===== config.mk =====
export PLATFORM = sky130hd
export DESIGN_NAME = mstr0_burst_drain
export DESIGN_NICKNAME = d
export VERILOG_FILES = /design/src/rtl/mstr0_burst_drain.sv
export SDC_FILE = /design/constraint.sdc
export NUM_CORES = 1
export LEC_CHECK = 0
export BUFFER_PORTS_ARGS = -buffer_cell sky130_fd_sc_hd__buf_2
export CORE_ASPECT_RATIO = 0.5
export CORE_MARGIN = 1.5
export CORE_UTILIZATION = 26
export CTS_CLUSTER_SIZE = 20
export DETAILED_ROUTE_END_ITERATION = 10
export GPL_ROUTABILITY_DRIVEN = 0
export GPL_TIMING_DRIVEN = 0
export PLACE_DENSITY = 0.42
export SLEW_MARGIN = 25
export SYNTH_ARGS = -nofsm -noshare
export SYNTH_HDL_FRONTEND = slang
export SYNTH_SLANG_ARGS = --single-unit

===== constraint.sdc =====
create_clock -name clk -period 2.3 [get_ports clk]
set_clock_uncertainty 0.05 [all_clocks]
set_input_delay 0.115 -clock clk [delete_from_list [all_inputs] [get_ports clk]]
set_output_delay 0.115 -clock clk [all_outputs]
set_load 0.02 [all_outputs]

===== src/rtl/mstr0_burst_drain.sv =====
// Master-0 output stage: drains the result FIFO into bursts of up to BURST_LEN beats,
// using a one-beat look-ahead hold register so the last beat is tagged before it is presented.
module mstr0_burst_drain #(
  parameter int unsigned DW        = 32,
  parameter int unsigned BURST_LEN = 16,
  parameter int unsigned IDLE_TMO  = 64
) (
  input  logic          clk,
  input  logic          rst,
  input  logic          fifo_empty,
  input  logic [DW-1:0] fifo_rdata,
  output logic          fifo_rd,
  input  logic          flush,
  input  logic          mstr0_ack,
  output logic [DW-1:0] mstr0_data,
  output logic [1:0]    mstr0_data_valid,
  output logic [15:0]   burst_count
);

  localparam int unsigned IW = (BURST_LEN > 1) ? $clog2(BURST_LEN) : 1;
  localparam int unsigned TW = $clog2(IDLE_TMO);
  localparam logic [IW-1:0] IDX_LAST = IW'(BURST_LEN - 1);
  localparam logic [TW-1:0] TMO_LAST = TW'(IDLE_TMO - 1);
  localparam logic [1:0] V_IDLE = 2'b00;
  localparam logic [1:0] V_DATA = 2'b01;
  localparam logic [1:0] V_LAST = 2'b11;

  logic          h_v;
  logic [DW-1:0] h_data;
  logic          rd_pend;
  logic          flush_pend;
  logic [IW-1:0] beat_idx;
  logic [TW-1:0] idle_cnt;

  logic o_busy;
  logic xfer;
  logic o_free;
  logic succ;
  logic cond_a;
  logic cond_c;
  logic cond_d;
  logic promote;
  logic promote_last;
  logic pipe_empty;
  logic flush_pend_nxt;

  // Promotion and read decisions; a, c and d all tag last, so priority only matters versus b.
  always_comb begin
    o_busy         = (mstr0_data_valid != V_IDLE);
    xfer           = o_busy & mstr0_ack;
    o_free         = !o_busy | mstr0_ack;
    succ           = rd_pend | !fifo_empty;
    cond_a         = (beat_idx == IDX_LAST);
    cond_c         = (idle_cnt == TMO_LAST);
    cond_d         = flush_pend & !rd_pend & fifo_empty;
    promote_last   = cond_a | cond_d | cond_c;
    promote        = h_v & o_free & (promote_last | succ);
    fifo_rd        = !fifo_empty & !rd_pend & (!h_v | promote);
    pipe_empty     = !h_v & !rd_pend & fifo_empty;
    flush_pend_nxt = flush_pend | flush;
    // A flush landing on the closing promotion is kept for the next held beat.
    if (promote && cond_d) begin
      flush_pend_nxt = flush;
    end
    if (pipe_empty) begin
      flush_pend_nxt = 1'b0;
    end
  end

  always_ff @(posedge clk) begin
    if (rst) begin
      h_v              <= 1'b0;
      h_data           <= '0;
      rd_pend          <= 1'b0;
      flush_pend       <= 1'b0;
      beat_idx         <= '0;
      idle_cnt         <= '0;
      mstr0_data       <= '0;
      mstr0_data_valid <= V_IDLE;
      burst_count      <= '0;
    end else begin
      rd_pend    <= fifo_rd;
      flush_pend <= flush_pend_nxt;

      // rd_pend implies H was vacated, so capture never collides with a held beat.
      if (rd_pend) begin
        h_v    <= 1'b1;
        h_data <= fifo_rdata;
      end else if (promote) begin
        h_v <= 1'b0;
      end

      if (promote) begin
        mstr0_data       <= h_data;
        mstr0_data_valid <= promote_last ? V_LAST : V_DATA;
        beat_idx         <= promote_last ? '0 : beat_idx + IW'(1);
      end else if (xfer) begin
        mstr0_data_valid <= V_IDLE;
      end

      // Idle timer saturates so a stalled output still closes the burst once free.
      if (!h_v || succ || promote) begin
        idle_cnt <= '0;
      end else if (idle_cnt != TMO_LAST) begin
        idle_cnt <= idle_cnt + TW'(1);
      end

      if (xfer && (mstr0_data_valid == V_LAST)) begin
        burst_count <= burst_count + 16'd1;
      end
    end
  end

endmodule

Yosys cells after proc, flatten, opt, wreduce, memory -nomap -nowiden
Index checks and enable logic that the tools add are counted.
{"block": "word_totals", "ff_bits": 95, "latch_bits": 0, "ram_bits": 0, "mem_bits_ro": 0, "in_bits": 37, "output_inout_bits": 51, "word_cells": 52, "mem_count": 0}
{"block": "op_classes", "add_sub_neg": 3, "multipliers": 0, "div_mod_pow": 0, "order_cmp": 0, "eq_ne": 4, "shift": 0, "mux": 7, "bitwise_logic": 16, "reduce_logical": 13}
{"operator": "adder 16 x 1 -> 16 bit, second input constant", "n": 1}
{"operator": "AND 1 bit", "n": 9}
{"operator": "bitwise OR 1 bit", "n": 7}
{"operator": "adder 6 x 1 -> 6 bit, second input constant", "n": 1}
{"operator": "== test 6 bit, second input constant", "n": 1}
{"operator": "2-to-1 mux 2 bit", "n": 3}
{"operator": "!= test 6 bit, second input constant", "n": 1}
{"operator": "nonzero test 2 bit", "n": 3}
{"operator": "adder 4 x 1 -> 4 bit, second input constant", "n": 1}
{"operator": "== test 4 bit, second input constant", "n": 1}
{"operator": "logical NOT 1 bit", "n": 4}
{"operator": "2-to-1 mux 4 bit", "n": 1}
{"operator": "OR reduction 2 bit", "n": 2}
{"operator": "2-to-1 mux 1 bit", "n": 3}
{"operator": "== test 2 bit, second input constant", "n": 1}
{"operator": "logical AND 1 bit", "n": 2}
{"operator": "logical OR 1 bit", "n": 2}

Logic depth before layout (Yosys ltp)
Gate-level depths: netlist of run 1.
{"block": "logic_depth", "depth_word": 9, "depth_mapped": 8, "ltp_nobuf": 5}

Worst setup path after synthesis of run 1
No wires, ideal clock.
{"block": "synth_timing", "path_type": "reg2reg", "from": "register idle_cnt[0]", "to": "register mstr0_data[10]", "setup_ps": 67, "arrival_time_ps": 1641, "t_required_ps": 2183, "slack_ps": 542, "stages_incl_launch_ff": 9, "synth_period_minus_slack_ps": 1758, "path_cell_list": "dfxtp_1 -> ha_1 -> and2_1 -> clkbuf_1 -> a211o_1 -> buf_2 -> and2_4 -> buf_6 -> o21ai_2"}
{"block": "synth_via", "elab_chain_len": 4}
{"element": "start: declaration", "line": "33", "text": "logic [TW-1:0] idle_cnt;"}
{"element": "start signal: assignment", "line": "105", "text": "idle_cnt <= idle_cnt + TW'(1);"}
{"element": "== test 6 bit", "line": "54", "text": "cond_c = (idle_cnt == TMO_LAST);"}
{"element": "bitwise OR 1 bit", "line": "56", "text": "promote_last = cond_a | cond_d | cond_c;"}
{"element": "bitwise OR 1 bit", "line": "57", "text": "promote = h_v & o_free & (promote_last | succ);"}
{"element": "AND 1 bit", "line": "57"}
{"element": "end signal: assignment", "line": "94", "text": "mstr0_data <= h_data;"}
{"element": "end: declaration", "line": "15", "text": "output logic [DW-1:0] mstr0_data,"}
No other way between the ends.
A chain may end at the register's enable or synchronous reset.

Worst setup path in the final report of run 1
Same ends and word-level chain as after synthesis.

==> flow_summary.toml, run 1 <==
[cts]
clock_latency_ns = 0.34
cts_buffer_depth = 2
root_buffer = "clkbuf_16"
path_clk_slew_ns = 0.07
cts.htree.levels = 3
cts_tree = "built"
cts_inserted_buffers = 9
cts_setup_buffers = 0
clock-sinks = 95

[synthesis]
ys_seq_area_share_pct = 47.1
synth_top_family_by_area = "simple AND/OR/NAND/NOR gates"
synthMuxAreaShare_pct = 8.67
synth_xor_area_share_pct = 2.82
synth.area.top_cells = "dfxtp_1 47%, mux2i_1 8.7%, nand4b_1 6.9%"
synth_simple_gate_area_share_pct = 24.9
yosysMostFrequentCell = "dfxtp_1"
synth_area_sq_mm = 0.00404
synth-main-ff-cell = "dfxtp_1"
ys_top_cells_by_count = "95 x dfxtp_1, 56 x nor2_1, 35 x mux2i_1, 35 x nand2b_1, 32 x nand4b_1"
synthArstFlopShare_pct = 0
synth_top_area_share_pct = 47.1
synth-seq-cells = 95
synth_compound_area_share_pct = 11.5
yosys.area_share.adder_pct = 0.929
synth_nets = 455
synth_edf_count = 0
synthCells = 415
ys_warn_count = 0
yosysUniqueCellTypes = 42
synth_top_area_cell = "dfxtp_1"
syn_avg_cell_area_sq_um = 9.73

[setup_path]
cpMaxStageDelayCell = "dfxtp_1"
crit_chain = "ha_1 > and2_1 > clkbuf_1 > a211o_1 > buf_2 > buf_1 > nand4b_1 > o21ai_2"
critPathTopFamily = "buffers and inverters"
critical_path_class = "flip-flop to flip-flop"
critPathBufInv = 3
crit_path_end_kind = "flip-flop"
crit_path_start = "idle_cnt[0]"
worst_ep_required_time_ns = 2.54
cp-start-kind = "flip-flop"
critPathMaxStageDelay_ns = 0.37
crit_arrival_ns = 2.31
cp_max_fo = 10
reg2reg_from = "idle_cnt[0]"

[timing]
slew_headroom_pct = 49.2
setup-tns-final_ns = 0
fin_crit_ns = 2.08
grt_setup_unrepaired = "false"
fin_crit_sh_pct = 90.3
finalWorstSetupSlack_ns = 0.223
whs_ns = 0.0521
timing.fmax_mhz = 482
tightestPinTransition_ns = 0.762
finalSetupViolCount = 0
finalHoldViolCount = 0
final_max_slew_viol_count = 0

[placed_design]
dp.cells = 700
placed_area_sq_mm = 0.00472
io_buffers = 87
dp.final_hpwl_mm = 7.24
pre_cts_slack_ns = 0.163

[power]
swShare_pct = 25.3
powerDensity_mw_per_mm2 = 665
vdd_drop_max_v = 0.000353
p_leak_nw = 2.14
internal-power_mw = 2.67
total_power_mw = 3.57
switching_power_uw = 902
pwr-share-seq_pct = 48.1
p_clk_share_pct = 41.9
combPwrFrac_pct = 10.0

[status]
status = "finished clean"

[die]
start_util_pct = 27.3
die_w_microns = 179
io_pins = 88
core-area_sq_mm = 0.0148
die_h_microns = 91.1
rows = 31
die-area_sq_mm = 0.0163

[global_route]
grt_pass1_vias = 3311
grt_max_degree = 18
grt_pass1_wl_mm = 16.9
track_usage_pct = 13.2
antenna_found_initial = 0
grt-ovfl-total = 0

[layout]
synthToLayoutAreaGrowth_pct = 32.8
utilization_pct = 36.2
drive_above_1_share_pct = 25.7
diodes = 0
final_cells = 750
nNetsFinal = 587
fin_area_sq_mm = 0.00537

[min_path]
hp-class = "input port to flip-flop"
holdCritStartpoint = "rst"

[route]
firstDrtPassIters = 4
avgRoutedWirePerCell_microns = 13.7
vias = 3338
drt-total-wl_mm = 10.3
viasPerCell = 4.45
drtIter0Drc = 119
postRouteAntennaNets = 0
drc = 0

[run]
drv_cap = 0
final cells by class:
class,instances,area [sq um]
fill,1598,9450
multi-input combinational,284,1970
sequential,95,1900
timing repair buffer,121,776
clock buffer,11,253
tap,198,248
buffer,31,151
clock inverter,5,46.3
inverter,5,18.8
metal layers:
layer / vias up / part of all wire, % / track usage [%]
li1: 1739 / - / -
met4: 0 / 1.0 / 3.51
met3: 10 / 3.6 / 3.43
met1: 1537 / 52 / 18.4
met2: 52 / 44 / 20.0
met5: - / 0 / 0
power groups by stage:
stage	clock network, mW	logic (mW)	registers [mW]
after floorplan	0	0.202	1.76
after global placement	0	0.317	1.75
after detailed placement	0	0.317	1.75
after CTS	1.57	0.363	1.72
after global routing	1.63	0.397	1.72
final	1.50	0.356	1.72
worst min-delay path: stages:
cell,delay (ns)
buf_2,0.08
nand2b_1,0.13
o22ai_2,0.06
flip-flops by register name, indices dropped and copies added (netlist names):
register and flops:
mstr0_data 32, burst_count 16, idle_cnt 6, h_data 32, flush_pend 1, h_v 1, beat_idx 4, rd_pend 1
mstr0_data_valid 2
final timing paths:
| path | endpoint | slack (ns) | depth (start not counted) |
|---|---|---|---|
| min reg2reg | mstr0_data[16] | 0.43 | 2 |
| min | h_v | 0.05 | 3 |
| max reg2reg | mstr0_data[10] | 0.22 | 8 |
| max | mstr0_data[10] | 0.22 | 8 |
repair_timing:
action,CTS,global route
setup endpoints to repair,0,20
endpoints found under the hold margin,33,0
hold buffers,34,0
resized for setup,0,4
kinds of logic after synthesis:
group                    count (synthesis)
XOR/XNOR                                13
flip-flops                              95
adder cells (fa/ha/maj)                  3
buffers and inverters                   36
multiplexers                            35
AO/OA/AOI/OAI                           60
AND/OR/NAND/NOR                        173
placed cells by master, fill, tap and decap left out, types with 9 or more instances in the layout:
master and count:
buf_2 88, clkbuf_1 22, clkbuf_16 9, dfxtp_1 95, dlygate4sd3_1 34, mux2i_1 35, nand2b_1 35, nand3_1 12
nand4b_1 32, nor2_1 56, o21ai_2 29, xor2_1 10
(Power assumes the default switching activity.)
==> inputs of run 2 (changes only) <==
CORE_UTILIZATION = 40   (was 26)
PLACE_DENSITY = 0.62   (was 0.42)
clock period = 1.8 ns   (was 2.3 ns; I/O delays follow)
==> run 2 against run 1 <==
Effect of this change:
- the run now ends with negative setup slack left
- fmax increased by 13%
- non-clock buffer count up 6
- final cell count is 7.9% lower
- combinational power grew 47%
- via count is 3.1% higher
- flip-flop and latch count unchanged
- global-route usage is 5.1 points higher
- first-iteration DRC count increased by 9.2%
- sequential share of layout area decreased by 0.48 points
- die area down 34%
- register-to-register slack got worse by 0.26 ns
==> flow_summary.toml, run 2 (synthesized netlist as in run 1, its figures left out) <==
[timing]
setup-tns-final_ns = -0.334
finalSetupViolCount = 20
tightestPinTransition_ns = 0.760
timing.fmax_mhz = 545
slew_headroom_pct = 49.3
finalHoldViolCount = 0
fin_crit_ns = 1.83
finalWorstSetupSlack_ns = -0.0346
final_max_slew_viol_count = 0
grt_setup_unrepaired = "true"
fin_crit_sh_pct = 102

[cts]
cts_inserted_buffers = 9
path_clk_slew_ns = 0.06
root_buffer = "clkbuf_16"
clock-sinks = 95
cts.htree.levels = 3
cts_buffer_depth = 2
cts_tree = "built"
clock_latency_ns = 0.34

[setup_path]
worst_ep_required_time_ns = 2.02
crit_path_end_kind = "flip-flop"
critPathMaxStageDelay_ns = 0.34
reg2reg_from = "rd_pend"
crit_arrival_ns = 2.06
cpMostUsedCell = "buf_6"
cpMaxStageDelayCell = "or3b_1"
reg2regPathDepth = 7
r2r_end = "mstr0_data[30]"
critical_path_class = "flip-flop to flip-flop"
crit_chain = "buf_6 > or3b_1 > a211o_1 > buf_6 > and2_4 > clkbuf_16 > o21ai_2"
cp-start-kind = "flip-flop"
worst-r2r-setup-slack_ns = -0.03
cp_max_fo = 6

[min_path]
hold-path-cell-count = 3
holdCritStartpoint = "rst"
hp-class = "input port to flip-flop"
worstHoldEndpoint = "h_v"

[global_route]
grt-ovfl-total = 0
track_usage_pct = 18.4
grt_pass1_vias = 3263
antenna_found_initial = 0
grt_pass1_wl_mm = 15.7
grt_max_degree = 15

[route]
avgRoutedWirePerCell_microns = 14.2
postRouteAntennaNets = 0
firstDrtPassIters = 4
drt-total-wl_mm = 9.78
drtIter0Drc = 130
viasPerCell = 4.98
drc = 0
vias = 3441

[placed_design]
dp.cells = 637
dp.final_hpwl_mm = 6.42
io_buffers = 87
pre_cts_slack_ns = -0.296

[layout]
mostFrequentLayoutCells = "90 x buf_2, 87 x dfxtp_1, 56 x nor2_1, 35 x mux2i_1, 35 x nand2b_1"
reg_top3 = "h_data: 32 flops, mstr0_data: 32 flops, burst_count: 16 flops"
drive_above_1_share_pct = 30.4
utilization_pct = 56.8
final_common_cell = "buf_2"
final_cells = 691
nNetsFinal = 594
synthToLayoutAreaGrowth_pct = 35.5
diodes = 0

[die]
rows = 25
die_w_microns = 145
die_h_microns = 74.1
start_util_pct = 41.9
die-area_sq_mm = 0.0107
io_pins = 88
core-area_sq_mm = 0.00963

[power]
p_leak_nw = 2.21
vdd_drop_max_v = 0.000424
powerDensity_mw_per_mm2 = 830

[status]
violations = "negative setup slack"
status = "finished with violations"

[run]
drv_cap = 0
## run 2: cell count changes in the layout (fill, tap and decap cells not counted), sizes merged
cell	before	now
and2	4	5
buf	93	102
bufinv	0	1
clkbuf	36	31
clkinvlp	0	2
inv	9	5
## run 2: worst max-delay path: cells and delay by family, from the launching register on
family | cells | cell delay, ns
flip-flops | 1 | 0.31
buffers and inverters | 3 | 0.45
AND/OR/NAND/NOR | 2 | 0.55
AO/OA/AOI/OAI | 2 | 0.41
## run 2: power by group
group | internal [mW] | switching, mW
Clock | 1.05 | 0.779
Combinational | 0.259 | 0.263
Sequential | 2.16 | 0.0361
Total | 3.47 | 1.08
## run 2: what timing repair did
action                                  CTS  global route
gates resized for setup                  21            15
cloned                                    0             5
buffers inserted                          0             5
hold buffers                             34             0
pin swaps                                 6            23
endpoints found under the hold margin    33             0
endpoints found under the setup margin   39            36
## run 2: layer usage
layer  track usage (%)  part of all wire [%]
met3              4.97                   3.8
met4              4.99                  0.87
met5                 0                     0
met1              24.4                    50
met2              30.1                    45
## run 2: per-stage QoR
| step | cell area (sq um) | hold WS [ns] | total power [mW] |
|---|---|---|---|
| 2_1_floorplan | 4040 | 0.155 | 2.50 |
| 3_3_place_gp | 4640 | 0.278 | 2.63 |
| 3_5_place_dp | 4640 | 0.284 | 2.63 |
| 4_1_cts | 5310 | 0.0385 | 4.54 |
| 5_1_grt | 5470 | 0.0551 | 4.74 |
| 6_report | 5470 | 0.0604 | 4.55 |
## run 2: area by class of cell
class                      instances  area [sq um]
timing repair buffer             130           896
fill                             898          4160
multi-input combinational        285          2020
clock inverter                     4          50.0
sequential                        95          1910
tap                              135           169
inverter                           5          18.8
clock buffer                       9           225
buffer                            28           179
## run 2: worst max-delay path by stage
stage / depth (start not counted) / from / endpoint / slack (ns)
floorplan: 8 / idle_cnt[0] / mstr0_data[10] / 0.04
global placement: 8 / idle_cnt[0] / mstr0_data[20] / -0.30
detailed placement: 8 / idle_cnt[0] / mstr0_data[20] / -0.30
CTS: 7 / rd_pend / mstr0_data[19] / -0.006
global route: 7 / rd_pend / mstr0_data[30] / -0.08
finish: 7 / rd_pend / mstr0_data[30] / -0.03
